--- src/rtl/mem_seq_if.sv ---
// Request/response and memory-port bundle of the multi-byte bus sequencer.
// The "slave" modport is the sequencer side; "master" is the CPU control and memory side.
interface mem_seq_if #(
    parameter int ADDR_W    = 16,
    parameter int DATA_W    = 8,
    parameter int MAX_BYTES = 2,
    parameter int LEN_W     = $clog2(MAX_BYTES + 1)
);
    logic                          i_req_valid;
    logic                          o_req_ready;
    logic                          i_req_wr;
    logic                          i_req_dec;
    logic [ADDR_W-1:0]             i_req_addr;
    logic [LEN_W-1:0]              i_req_len;
    logic [MAX_BYTES*DATA_W-1:0]   i_req_wdata;
    logic                          o_rsp_valid;
    logic [MAX_BYTES*DATA_W-1:0]   o_rsp_rdata;
    logic [ADDR_W-1:0]             o_rsp_addr;
    logic [ADDR_W-1:0]             o_mem_rd_addr;
    logic [DATA_W-1:0]             i_mem_rd_data;
    logic                          o_mem_wr_en;
    logic [ADDR_W-1:0]             o_mem_wr_addr;
    logic [DATA_W-1:0]             o_mem_wr_data;
    logic                          i_mem_wait;

    modport slave (
        input  i_req_valid, i_req_wr, i_req_dec, i_req_addr, i_req_len, i_req_wdata,
        input  i_mem_rd_data, i_mem_wait,
        output o_req_ready, o_rsp_valid, o_rsp_rdata, o_rsp_addr,
        output o_mem_rd_addr, o_mem_wr_en, o_mem_wr_addr, o_mem_wr_data
    );

    modport master (
        output i_req_valid, i_req_wr, i_req_dec, i_req_addr, i_req_len, i_req_wdata,
        output i_mem_rd_data, i_mem_wait,
        input  o_req_ready, o_rsp_valid, o_rsp_rdata, o_rsp_addr,
        input  o_mem_rd_addr, o_mem_wr_en, o_mem_wr_addr, o_mem_wr_data
    );
endinterface

--- src/rtl/mem_seq.sv ---
// M-cycle/T-state bus sequencer: runs one 1..MAX_BYTES sequential read or write
// transaction per request, stepping the address up or down once per byte.
module mem_seq #(
    parameter int ADDR_W    = 16,
    parameter int DATA_W    = 8,
    parameter int MAX_BYTES = 2,
    parameter int T_STATES  = 4,
    parameter int LEN_W     = $clog2(MAX_BYTES + 1)
) (
    input  logic     i_clk,
    input  logic     i_rst_n,
    mem_seq_if.slave bus
);
    localparam int               BUF_W   = MAX_BYTES * DATA_W;
    localparam int               T_W     = $clog2(T_STATES);
    localparam logic [T_W-1:0]   T_LAST  = T_W'(T_STATES - 1);
    localparam logic [LEN_W-1:0] MAX_LEN = LEN_W'(MAX_BYTES);

    typedef enum logic [1:0] {S_IDLE, S_BUS, S_DONE} state_t;

    state_t             state_q, state_d;
    logic               wr_q, wr_d;
    logic               dec_q, dec_d;
    logic [LEN_W-1:0]   len_q, len_d;
    logic [LEN_W-1:0]   k_q, k_d;
    logic [T_W-1:0]     t_q, t_d;
    logic [ADDR_W-1:0]  cur_q, cur_d;
    logic [BUF_W-1:0]   wdata_q, wdata_d;
    logic [BUF_W-1:0]   rdata_q, rdata_d;
    logic [ADDR_W-1:0]  rsp_addr_q, rsp_addr_d;
    logic [ADDR_W-1:0]  rd_addr_q, rd_addr_d;
    logic [ADDR_W-1:0]  wr_addr_q, wr_addr_d;
    logic [DATA_W-1:0]  wr_data_q, wr_data_d;
    logic               ready_q, ready_d;
    logic               rsp_valid_q, rsp_valid_d;
    logic [LEN_W-1:0]   eff_len_s;

    // Next-state and datapath: accept in IDLE, T-state/byte stepping in BUS, one-clock DONE.
    always_comb begin
        state_d    = state_q;
        wr_d       = wr_q;
        dec_d      = dec_q;
        len_d      = len_q;
        k_d        = k_q;
        t_d        = t_q;
        cur_d      = cur_q;
        wdata_d    = wdata_q;
        rdata_d    = rdata_q;
        rsp_addr_d = rsp_addr_q;
        rd_addr_d  = rd_addr_q;
        wr_addr_d  = wr_addr_q;
        wr_data_d  = wr_data_q;

        if (bus.i_req_len > MAX_LEN) begin
            eff_len_s = MAX_LEN;
        end else begin
            eff_len_s = bus.i_req_len;
        end

        case (state_q)
            S_IDLE: begin
                if (bus.i_req_valid) begin
                    wr_d    = bus.i_req_wr;
                    dec_d   = bus.i_req_dec;
                    len_d   = eff_len_s;
                    k_d     = {LEN_W{1'b0}};
                    t_d     = {T_W{1'b0}};
                    cur_d   = bus.i_req_addr;
                    wdata_d = bus.i_req_wdata;
                    rdata_d = {BUF_W{1'b0}};
                    if (bus.i_req_dec) begin
                        rsp_addr_d = bus.i_req_addr - ADDR_W'(eff_len_s);
                    end else begin
                        rsp_addr_d = bus.i_req_addr + ADDR_W'(eff_len_s);
                    end
                    if (eff_len_s == {LEN_W{1'b0}}) begin
                        state_d = S_DONE;
                    end else begin
                        state_d = S_BUS;
                    end
                end else begin
                    state_d = S_IDLE;
                end
            end
            S_BUS: begin
                // Addresses launch at t=0 so they are settled from t=1 through the strobe.
                if (t_q == {T_W{1'b0}}) begin
                    if (wr_q) begin
                        wr_addr_d = cur_q;
                        wr_data_d = wdata_q[int'(k_q) * DATA_W +: DATA_W];
                    end else begin
                        rd_addr_d = cur_q;
                    end
                end else begin
                    rd_addr_d = rd_addr_q;
                end
                if (t_q == T_LAST) begin
                    if (!bus.i_mem_wait) begin
                        if (!wr_q) begin
                            rdata_d[int'(k_q) * DATA_W +: DATA_W] = bus.i_mem_rd_data;
                        end else begin
                            rdata_d = rdata_q;
                        end
                        t_d = {T_W{1'b0}};
                        k_d = k_q + LEN_W'(1);
                        if (dec_q) begin
                            cur_d = cur_q - ADDR_W'(1);
                        end else begin
                            cur_d = cur_q + ADDR_W'(1);
                        end
                        if (k_q == len_q - LEN_W'(1)) begin
                            state_d = S_DONE;
                        end else begin
                            state_d = S_BUS;
                        end
                    end else begin
                        t_d = t_q;
                    end
                end else begin
                    t_d = t_q + T_W'(1);
                end
            end
            S_DONE: begin
                state_d = S_IDLE;
            end
            default: begin
                state_d = S_IDLE;
            end
        endcase

        ready_d     = (state_d == S_IDLE);
        rsp_valid_d = (state_d == S_DONE);
    end

    // State and output registers; reset aborts any transaction in flight.
    always_ff @(posedge i_clk or negedge i_rst_n) begin
        if (!i_rst_n) begin
            state_q     <= S_IDLE;
            wr_q        <= 1'b0;
            dec_q       <= 1'b0;
            len_q       <= {LEN_W{1'b0}};
            k_q         <= {LEN_W{1'b0}};
            t_q         <= {T_W{1'b0}};
            cur_q       <= {ADDR_W{1'b0}};
            wdata_q     <= {BUF_W{1'b0}};
            rdata_q     <= {BUF_W{1'b0}};
            rsp_addr_q  <= {ADDR_W{1'b0}};
            rd_addr_q   <= {ADDR_W{1'b0}};
            wr_addr_q   <= {ADDR_W{1'b0}};
            wr_data_q   <= {DATA_W{1'b0}};
            ready_q     <= 1'b1;
            rsp_valid_q <= 1'b0;
        end else begin
            state_q     <= state_d;
            wr_q        <= wr_d;
            dec_q       <= dec_d;
            len_q       <= len_d;
            k_q         <= k_d;
            t_q         <= t_d;
            cur_q       <= cur_d;
            wdata_q     <= wdata_d;
            rdata_q     <= rdata_d;
            rsp_addr_q  <= rsp_addr_d;
            rd_addr_q   <= rd_addr_d;
            wr_addr_q   <= wr_addr_d;
            wr_data_q   <= wr_data_d;
            ready_q     <= ready_d;
            rsp_valid_q <= rsp_valid_d;
        end
    end

    // The strobe must drop in the same clock a wait appears, so it is gated live by i_mem_wait.
    assign bus.o_mem_wr_en   = (state_q == S_BUS) && wr_q && (t_q == T_LAST) && !bus.i_mem_wait;
    assign bus.o_req_ready   = ready_q;
    assign bus.o_rsp_valid   = rsp_valid_q;
    assign bus.o_rsp_rdata   = rdata_q;
    assign bus.o_rsp_addr    = rsp_addr_q;
    assign bus.o_mem_rd_addr = rd_addr_q;
    assign bus.o_mem_wr_addr = wr_addr_q;
    assign bus.o_mem_wr_data = wr_data_q;
endmodule

--- src/flat_wrapper.sv ---
// flat-port wrapper written by rule: the top's interface ports become plain ports
module mem_seq_flat 
#(
    parameter int ADDR_W    = 16,
    parameter int DATA_W    = 8,
    parameter int MAX_BYTES = 2,
    parameter int T_STATES  = 4,
    parameter int LEN_W     = $clog2(MAX_BYTES + 1)
)
  (i_clk, i_rst_n, bus_i_req_valid, bus_i_req_wr, bus_i_req_dec, bus_i_req_addr, bus_i_req_len, bus_i_req_wdata, bus_i_mem_rd_data, bus_i_mem_wait, bus_o_req_ready, bus_o_rsp_valid, bus_o_rsp_rdata, bus_o_rsp_addr, bus_o_mem_rd_addr, bus_o_mem_wr_en, bus_o_mem_wr_addr, bus_o_mem_wr_data);
  mem_seq_if #(.ADDR_W(ADDR_W), .DATA_W(DATA_W), .MAX_BYTES(MAX_BYTES), .LEN_W(LEN_W)) bus_i ();
  input  logic i_clk;
  input  logic i_rst_n;
  input wire logic [$bits(bus_i.i_req_valid)-1:0] bus_i_req_valid;
  input wire logic [$bits(bus_i.i_req_wr)-1:0] bus_i_req_wr;
  input wire logic [$bits(bus_i.i_req_dec)-1:0] bus_i_req_dec;
  input wire logic [$bits(bus_i.i_req_addr)-1:0] bus_i_req_addr;
  input wire logic [$bits(bus_i.i_req_len)-1:0] bus_i_req_len;
  input wire logic [$bits(bus_i.i_req_wdata)-1:0] bus_i_req_wdata;
  input wire logic [$bits(bus_i.i_mem_rd_data)-1:0] bus_i_mem_rd_data;
  input wire logic [$bits(bus_i.i_mem_wait)-1:0] bus_i_mem_wait;
  output wire logic [$bits(bus_i.o_req_ready)-1:0] bus_o_req_ready;
  output wire logic [$bits(bus_i.o_rsp_valid)-1:0] bus_o_rsp_valid;
  output wire logic [$bits(bus_i.o_rsp_rdata)-1:0] bus_o_rsp_rdata;
  output wire logic [$bits(bus_i.o_rsp_addr)-1:0] bus_o_rsp_addr;
  output wire logic [$bits(bus_i.o_mem_rd_addr)-1:0] bus_o_mem_rd_addr;
  output wire logic [$bits(bus_i.o_mem_wr_en)-1:0] bus_o_mem_wr_en;
  output wire logic [$bits(bus_i.o_mem_wr_addr)-1:0] bus_o_mem_wr_addr;
  output wire logic [$bits(bus_i.o_mem_wr_data)-1:0] bus_o_mem_wr_data;
  assign bus_i.i_req_valid = bus_i_req_valid;
  assign bus_i.i_req_wr = bus_i_req_wr;
  assign bus_i.i_req_dec = bus_i_req_dec;
  assign bus_i.i_req_addr = bus_i_req_addr;
  assign bus_i.i_req_len = bus_i_req_len;
  assign bus_i.i_req_wdata = bus_i_req_wdata;
  assign bus_i.i_mem_rd_data = bus_i_mem_rd_data;
  assign bus_i.i_mem_wait = bus_i_mem_wait;
  assign bus_o_req_ready = bus_i.o_req_ready;
  assign bus_o_rsp_valid = bus_i.o_rsp_valid;
  assign bus_o_rsp_rdata = bus_i.o_rsp_rdata;
  assign bus_o_rsp_addr = bus_i.o_rsp_addr;
  assign bus_o_mem_rd_addr = bus_i.o_mem_rd_addr;
  assign bus_o_mem_wr_en = bus_i.o_mem_wr_en;
  assign bus_o_mem_wr_addr = bus_i.o_mem_wr_addr;
  assign bus_o_mem_wr_data = bus_i.o_mem_wr_data;
  mem_seq #(.ADDR_W(ADDR_W), .DATA_W(DATA_W), .MAX_BYTES(MAX_BYTES), .T_STATES(T_STATES), .LEN_W(LEN_W)) u_core (.i_clk(i_clk), .i_rst_n(i_rst_n), .bus(bus_i));
endmodule
--- config.mk ---
export PLATFORM = sky130hd
export DESIGN_NAME = mem_seq_flat
export DESIGN_NICKNAME = d
export VERILOG_FILES = /design/src/rtl/mem_seq_if.sv /design/src/rtl/mem_seq.sv /design/src/flat_wrapper.sv
export SDC_FILE = /design/constraint.sdc
export NUM_CORES = 1
export LEC_CHECK = 0
export ABC_AREA = 1
export CELL_PAD_IN_SITES_DETAIL_PLACEMENT = 1
export CELL_PAD_IN_SITES_GLOBAL_PLACEMENT = 2
export CORE_ASPECT_RATIO = 1.5
export CORE_MARGIN = 10
export CORE_UTILIZATION = 36
export CTS_BUF_LIST = sky130_fd_sc_hd__clkbuf_16
export CTS_CLUSTER_DIAMETER = 60
export DETAILED_ROUTE_END_ITERATION = 10
export DONT_BUFFER_PORTS = 1
export GPL_TIMING_DRIVEN = 0
export HOLD_SLACK_MARGIN = 0.05
export PLACE_DENSITY_LB_ADDON = 0.1
export SKIP_LAST_GASP = 1
export SLEW_MARGIN = 30
export SYNTH_ARGS = -nofsm -noshare
export SYNTH_HDL_FRONTEND = slang
export SYNTH_SLANG_ARGS = --single-unit
--- constraint.sdc ---
create_clock -name i_clk -period 2.3 [get_ports i_clk]
set_clock_uncertainty 0.1 [all_clocks]
set_input_delay 0 -clock i_clk [delete_from_list [all_inputs] [get_ports i_clk]]
set_output_delay 0 -clock i_clk [all_outputs]
set_load 0.01 [all_outputs]
==> key figures, run 1 <==
Status
  • Status: complete, but fails checks
  • Violated checks: hold timing

Global routing
  • Initial antenna violation count: 3
  • Largest net degree at the start of global routing: 117
  • Routing usage on met1: 0.195
  • GRT busiest layer: met2
  • Met2 track demand over resource: 0.314
  • Grt ovf: 0
  • Vias in the first global route: 6333
  • Total GRT Usage: 0.176
  • Global-route wire length before repair: 33000 um
  • Met3 Use GR: 0.0508

Floorplan
  • Die Footprint: 23600 um^2
  • Die H: 183 um
  • Row count: 59
  • Die X: 129 um
  • IO Count: 123
  • Initial Util: 0.368
  • Core ar.: 17400 um^2

Worst setup path
  • Worst setup EP type: register
  • Worst-path fanout max: 17
  • WP data required: 2500 ps
  • Critical path launch point type: register
  • Worst path arrival time: 2370 ps
  • Crit Path Class: register to register

Synthesis
  • Avg Inst Size Synth: 7.57 um^2
  • Total number of yosys warnings: 0
  • Register area share after synthesis: 0.453
  • Post-Syn Area: 6410 um^2
  • Synthesized instance count: 846
  • Synth top area share: 0.449
  • Yosys top cell by area: dfrtp_1
  • Synth area leaders: dfrtp_1, nand2_1, o21ai_0
  • Mapped Nets: 929
  • Synth unique cells: 35
  • Seq cells post-synth: 116

Placement
  • Area post-placement: 6670 um^2
  • Routability cong.: 0.854
  • Placed instance count: 1059
  • Post-detail-place hpwl: 15500 um
  • PortBufs: 0

Drt
  • Vias after detailed routing: 5770
  • Routed vias/inst: 5.04
  • Routed length per instance: 17.7 um
  • Drt drc: 0
  • TritonRoute pass-1 iters: 4
  • Remaining antenna violation count: 0
  • Drt total wl: 20300 um
  • DRT iter0 DRCs: 176

Hold path
  • Worst Hold Class: input pin to asynchronous set/reset pin

Power and ir drop
  • Sw Pwr: 5.02 mW
  • Pwr Density: 1440 nW/um^2
  • Sequential Power Share: 0.347
  • Sw Share: 0.449
  • Int Power: 6.15 mW
  • Comb power frac: 0.426
  • Worst vdd ir: 0.502 mV
  • P_leak: 3.93 nW
  • Clock share of power: 0.227

STA
  • F_max: 462 MHz
  • # setup viols final: 0
  • RSZ-0062 raised after global routing: true
  • Final hold slack: -813 ps
  • Tmin final: 2170 ps
  • Max_slew headroom: 0.555
  • Final Max Slew Viols: 0
  • Final Hold Viols: 116
  • Slew @ Worst Pin: 667 ps
  • Fin crit share: 0.942
  • Sum Neg Setup Slack: 0 ps

CTS
  • Number of buffers created by CTS: 17
  • CTS tree: done
  • Worst skew pair latency: 410 ps
  • Buffer depth of the longest clock path: 2
  • Hold_buf cts: 47
  • Clk root buf: clkbuf_16
  • Clock-pin slew on the worst setup and hold paths: 50 ps
  • H-tree depth: 4
  • CTS Sinks: 116

Job
  • Max cap viols: 0

Final layout
  • Final instance area: 7770 um^2
  • Post-route insts no fill: 1144
  • Final nets: 998
  • P&R area growth vs syn: 21.3%
  • Layout cells sized above 1: 0.0614
  • Filler cell count: 2151
==> layer usage <==
metal / part of all wire / wire (um) / up-vias
met5: 0 / 0 / -
met4: 0.021 / 416 / 0
met3: 0.063 / 1280 / 22
met2: 0.51 / 10400 / 107
met1: 0.40 / 8190 / 2795
li1: - / - / 2846
==> final timing paths <==
kind                                               start                              endpoint  slack [ps]  depth (start not counted)
setup / recovery                u_core.dec_q$_DFFE_PN0P_          u_core.cur_q[11]$_DFFE_PN0P_         130                         10
hold / removal                                   i_rst_n          u_core.cur_q[12]$_DFFE_PN0P_        -810                          0
setup reg to reg                u_core.dec_q$_DFFE_PN0P_          u_core.cur_q[11]$_DFFE_PN0P_         130                         10
hold reg to reg            u_core.wdata_q[0]$_DFFE_PN0P_         u_core.wdata_q[0]$_DFFE_PN0P_         380                          2
max in group asynchronous                        i_rst_n      u_core.bus.o_req_ready$_DFF_PN1_        2640                          0
min in group i_clk                      bus_i_req_len[1]  u_core.bus.o_rsp_addr[1]$_DFFE_PN0P_         130                          4
==> power by group through the flow <==
| stage | Combinational, mW | Clock [mW] | Sequential (mW) |
|---|---|---|---|
| after floorplan | 3.45 | 0 | 3.61 |
| after global placement | 4.47 | 0 | 3.89 |
| after detailed placement | 4.65 | 0 | 3.91 |
| after CTS | 4.78 | 2.60 | 3.89 |
| after global routing | 5.57 | 2.71 | 4.02 |
| final | 4.75 | 2.54 | 3.87 |
==> final cells by class <==
cell class | count | area (um^2) | share of cell area
diodes | 3 | 7.51 | 0.000966
plain buffers | 25 | 106 | 0.0137
clock buffers | 17 | 425 | 0.0547
clock inverters | 15 | 141 | 0.0182
inverters | 100 | 383 | 0.0493
multi-input cells | 604 | 3030 | 0.390
flip-flops and latches | 116 | 2910 | 0.374
well taps | 213 | 267 | 0.0343
repair buffers | 51 | 500 | 0.0644
==> state kept, by name (all words and copies together) (netlist names), 8 cells and up <==
register and flops:
u_core.bus.o_mem_wr_data 8, u_core.wdata_q 16, u_core.bus.o_mem_wr_addr 16, u_core.bus.o_mem_rd_addr 16
u_core.bus.o_rsp_addr 16, u_core.cur_q 16, u_core.bus.o_rsp_rdata 16
==> synth_stat cells, drive strengths merged <==
| cell | count |
|---|---|
| fa | 2 |
| o21a | 2 |
| or2 | 2 |
| o22ai | 4 |
| nor3 | 5 |
| nand4 | 4 |
| nand2 | 300 |
| clkinv | 2 |
| ha | 33 |
| a21o | 1 |
| clkbuf | 18 |
| o2111ai | 1 |
| o211ai | 6 |
| dfrtp | 115 |
| nand3 | 51 |
| and2 | 2 |
| o21ai | 86 |
| nor2 | 53 |
| xnor2 | 10 |
| xor2 | 3 |
| buf | 8 |
| inv | 98 |
| dfstp | 1 |
| nor4 | 1 |
| nand3b | 3 |
| a21oi | 27 |
| o31ai | 8 |
==> what timing repair did <==
action,CTS,global route
endpoints found under the setup margin,19,26
hold endpoints to repair,192,116
cloned,0,0
buffers inserted,0,4
gates resized for setup,2,6
==> stage by stage <==
| stage | utilization | worst slack, ps | total power [mW] |
|---|---|---|---|
| after global placement | 0.383 | -179 | 8.36 |
| after detailed placement | 0.383 | -165 | 8.56 |
| final | 0.446 | 134 | 11.2 |
| after CTS | 0.443 | 59.0 | 11.3 |
| after floorplan | - | 310 | 7.07 |
| after global routing | 0.446 | -7.72 | 12.3 |
==> placed cells by master, fill, tap and decap left out, types with 2 or more instances in the layout <==
cell / n
nand2_1: 297
dfrtp_1: 113
inv_1: 99
o21ai_0: 83
nor2_1: 52
nand3_1: 51
dlygate4sd3_1: 47
ha_1: 33
a21oi_1: 25
clkbuf_1: 17
clkbuf_16: 17
xnor2_1: 10
o31ai_1: 8
buf_2: 7
clkinvlp_4: 6
nor3_1: 5
buf_4: 5
o211ai_1: 5
o22ai_1: 4
nand4_1: 4
diode_2: 3
nand2_2: 3
nand3b_1: 3
xor2_1: 3
clkinv_1: 2
and2_1: 2
o21a_1: 2
o21ai_1: 2
or2_2: 2
fa_1: 2
bufinv_16: 2
inv_6: 2
clkinv_2: 2
==> critical path, stage by stage (launching register included) <==
cell and delay (ps):
dfrtp_4 590, ha_1 370, or2_2 320, nand3_1 130, nand2_1 120, nand2_1 110
nand2_1 60, nand2_1 50, nand3_1 60, nand2_1 100, nand2_1 50
==> cell families (layout without fill, tap and decap cells) <==
family          after synthesis  after routing  share of synthesized area
flops                       116            116                      0.453
fa+ha+maj                    35             35                     0.0707
xor+xnor                     13             13                     0.0178
other cells                   0              3                          0
buf+inv                     126            208                     0.0758
compound gates              135            135                      0.117
simple gates                421            421                      0.266
Note: power is estimated with default switching activity, not from simulation.
==> run 2, diff against run 1 <==
--- a/config.mk
+++ b/config.mk
@@ -5,19 +5,19 @@
 export SDC_FILE = /design/constraint.sdc
 export NUM_CORES = 1
 export LEC_CHECK = 0
-export ABC_AREA = 1
 export CELL_PAD_IN_SITES_DETAIL_PLACEMENT = 1
 export CELL_PAD_IN_SITES_GLOBAL_PLACEMENT = 2
 export CORE_ASPECT_RATIO = 1.5
 export CORE_MARGIN = 10
-export CORE_UTILIZATION = 36
+export CORE_UTILIZATION = 39
 export CTS_BUF_LIST = sky130_fd_sc_hd__clkbuf_16
 export CTS_CLUSTER_DIAMETER = 60
 export DETAILED_ROUTE_END_ITERATION = 10
 export DONT_BUFFER_PORTS = 1
 export GPL_TIMING_DRIVEN = 0
 export HOLD_SLACK_MARGIN = 0.05
-export PLACE_DENSITY_LB_ADDON = 0.1
+export PLACE_DENSITY_LB_ADDON = 0.05
+export REMOVE_ABC_BUFFERS = 1
 export SKIP_LAST_GASP = 1
 export SLEW_MARGIN = 30
 export SYNTH_ARGS = -nofsm -noshare
==> key figures, run 2 <==
Floorplan
  • Die Footprint: 21700 um^2 (-8.4%)
  • IO Count: 123 (unchanged)
  • Die H: 175 um (-4.4%)
  • Core ar.: 15700 um^2 (-9.9%)
  • Initial Util: 0.400 (+0.0319)
  • Die X: 124 um (-4.2%)
  • Row count: 56 (-5.1%)

Synthesis
  • Avg Inst Size Synth: 9.72 um^2 (+28%)
  • Total number of yosys warnings: 0 (unchanged)
  • Post-synth EDFFs: 0 (unchanged)
  • Seq cells post-synth: 116 (unchanged)
  • Synth top cells by count: nand2_1, dfrtp_1, o21ai_1
  • Ys async rst share: 1.00 (unchanged)
  • Yosys top cell by area: dfrtp_1
  • Top-count cell post-synth: nand2_1
  • Synthesized instance count: 645 (-24%)
  • Synth top area share: 0.459 (+0.00959)
  • Post-Syn Area: 6270 um^2 (-2.1%)
  • Synth unique cells: 65 (+86%)
  • Register area share after synthesis: 0.463 (+0.00968)
  • Synth area leaders: dfrtp_1, nand2_1, ha_1
  • Main synth FF type: dfrtp_1

Drt
  • Remaining antenna violation count: 0 (unchanged)
  • Routed length per instance: 21.1 um (+19%)
  • Vias after detailed routing: 5151 (-11%)
  • Drt drc: 0 (unchanged)
  • DRT iter0 DRCs: 251 (+43%)
  • Routed vias/inst: 5.54 (+9.9%)
  • Drt total wl: 19600 um (-3.1%)
  • TritonRoute pass-1 iters: 4 (unchanged)

STA
  • RSZ-0062 raised after global routing: true
  • Final Hold Viols: 116 (unchanged)
  • Final hold slack: -818 ps (-5.19 ps)
  • Sum Neg Setup Slack: -396 ps (-396 ps)
  • Max_slew headroom: 0.551 (-0.00446)
  • Fin crit share: 1.05 (+0.112)
  • # setup viols final: 5 (+5)
  • Tmin final: 2420 ps (+257 ps)
  • F_max: 413 MHz (-11%)
  • Slew @ Worst Pin: 673 ps (+6.61 ps)
  • Final WS setup: -124 ps (-257 ps)
  • Final Max Slew Viols: 0 (unchanged)

CTS
  • H-tree depth: 4 (unchanged)
  • Buffer depth of the longest clock path: 2 (unchanged)
  • CTS Sinks: 116 (unchanged)
  • CTS tree: done
  • Worst skew pair latency: 410 ps (about the same)
  • Clk root buf: clkbuf_16
  • Number of buffers created by CTS: 17 (unchanged)
  • Clock-pin slew on the worst setup and hold paths: 60 ps (about the same)

Global routing
  • Initial antenna violation count: 0 (-3)
  • Grt ovf: 0 (unchanged)
  • Vias in the first global route: 5623 (-11%)
  • Global-route wire length before repair: 31200 um (-5.7%)
  • Largest net degree at the start of global routing: 117 (unchanged)
  • Total GRT Usage: 0.184 (+0.00756)

Worst setup path
  • Worst setup EP type: register
  • WP data required: 2540 ps (+40 ps)
  • Critical path launch point type: register
  • Worst path arrival time: 2670 ps (+300 ps)
  • Worst-path fanout max: 5 (-12)
  • Crit Path Class: register to register

Final layout
  • Final nets: 797 (-20%)
  • Most frequent cells in the layout: nand2_1, dfrtp_1, dlygate4sd3_1
  • N_diodes: 0 (-3)
  • P&R area growth vs syn: 27.5%
  • Commonest non-fill, non-tap cell in the layout: nand2_1
  • Layout Utilization: 0.510 (+0.0637)
  • Layout cells sized above 1: 0.154 (+0.0928)

Power and ir drop
  • Pwr Density: 1500 nW/um^2 (+4.4%)
  • Worst vdd ir: 0.551 mV (+9.8%)
  • P_leak: 3.54 nW (-9.7%)

Placement
  • PortBufs: 0 (unchanged)
  • Post-detail-place hpwl: 13100 um (-15%)
  • Dpl ws: -478 ps (-313 ps)
  • Routability cong.: 0.825 (-3.3%)

Job
  • Max cap viols: 0 (unchanged)

Hold path
  • Worst Hold Class: input pin to asynchronous set/reset pin

Status
  • Violated checks: hold timing, setup timing
  • Status: complete, but fails checks
[run 2: cell types whose count changed after synthesis, moves of 7 or more]
| cell | before | now |
|---|---|---|
| nand3_1 | 51 | 32 |
| nand2_1 | 298 | 116 |
| mux2_2 | 0 | 10 |
| mux2_1 | 0 | 20 |
| nor3_1 | 5 | 12 |
| nor2_1 | 52 | 15 |
| inv_1 | 97 | 29 |
| mux2i_1 | 0 | 12 |
| a211oi_1 | 0 | 10 |
| nand2b_1 | 0 | 8 |
| o21ai_0 | 83 | 18 |
| o21ai_1 | 2 | 37 |
| and3_1 | 0 | 9 |
[run 2: metrics by stage]
stage	instances	power, mW	area (um^2)	hold slack, ps
2_1_floorplan	619	7.13	6160	-396
3_3_place_gp	822	8.23	6410	-392
3_5_place_dp	823	8.48	6470	-392
4_1_cts	923	11.8	7850	-836
5_1_grt	929	13.0	8000	-847
6_report	929	12.0	8000	-818
[run 2: path summary, 6_finish.rpt]
check                                              start                                    end  slack [ps]  cells past startpoint
max                             u_core.dec_q$_DFFE_PN0P_           u_core.cur_q[10]$_DFFE_PN0P_        -120                      9
min                                              i_rst_n  u_core.bus.o_rsp_rdata[3]$_DFFE_PN0P_        -820                      0
min reg2reg                u_core.wdata_q[6]$_DFFE_PN0P_          u_core.wdata_q[6]$_DFFE_PN0P_         380                      2
max in group asynchronous                        i_rst_n       u_core.bus.o_req_ready$_DFF_PN1_        2670                      0
min in group i_clk                      bus_i_req_len[0]            u_core.state_q[0]$_DFF_PN0_          70                      3
max reg2reg                     u_core.dec_q$_DFFE_PN0P_           u_core.cur_q[10]$_DFFE_PN0P_        -120                      9
[run 2: report_power, final]
group | switching (mW) | internal [mW]
sequential | 1.18 | 2.98
clock | 0.974 | 1.47
combinational | 2.88 | 2.52
[run 2: kinds of logic (layout without fill, tap and decap cells)]
logic type | count (synthesis) | in the layout | share of synthesized area
compound gates | 156 | 156 | 0.164
xor+xnor | 21 | 21 | 0.0293
fa+ha+maj | 35 | 35 | 0.0722
buf+inv | 55 | 135 | 0.0351
flops | 116 | 116 | 0.463
mux | 42 | 42 | 0.0730
simple gates | 220 | 221 | 0.163
[run 2: area by class of cell]
type                            count  area, um^2
Multi-Input combinational cell    475        3420
Clock inverter                     14         114
Tap cell                          203         254
Fill cell                        1714        7690
Sequential cell                   116        2910
Timing Repair Buffer               75         758
Clock buffer                       17         425
Inverter                           29         121
[run 2: repair_timing]
item,4_1_cts,5_1_grt
gates cloned,0,1
setup buffers,15,4
gates resized for setup,35,22
hold endpoints to repair,189,118
hold buffers,54,2
pin swaps,11,16
endpoints found under the setup margin,54,31
[run 2: metal layers]
metal	wire (um)	vias up	global-route usage
met3	1140	20	0.0552
met5	0	-	0
li1	-	2428	-
met1	7560	2586	0.200
met2	10700	117	0.332
met4	269	0	0.0482
[run 2: critical path: stages (launching register included)]
cell and delay (ps):
dfrtp_4 530, buf_12 170, clkinv_8 50, fa_2 220, nor2b_4 50, o31a_1 310, o311ai_4 340, o211ai_1 140
o311ai_1 290, o21a_1 160
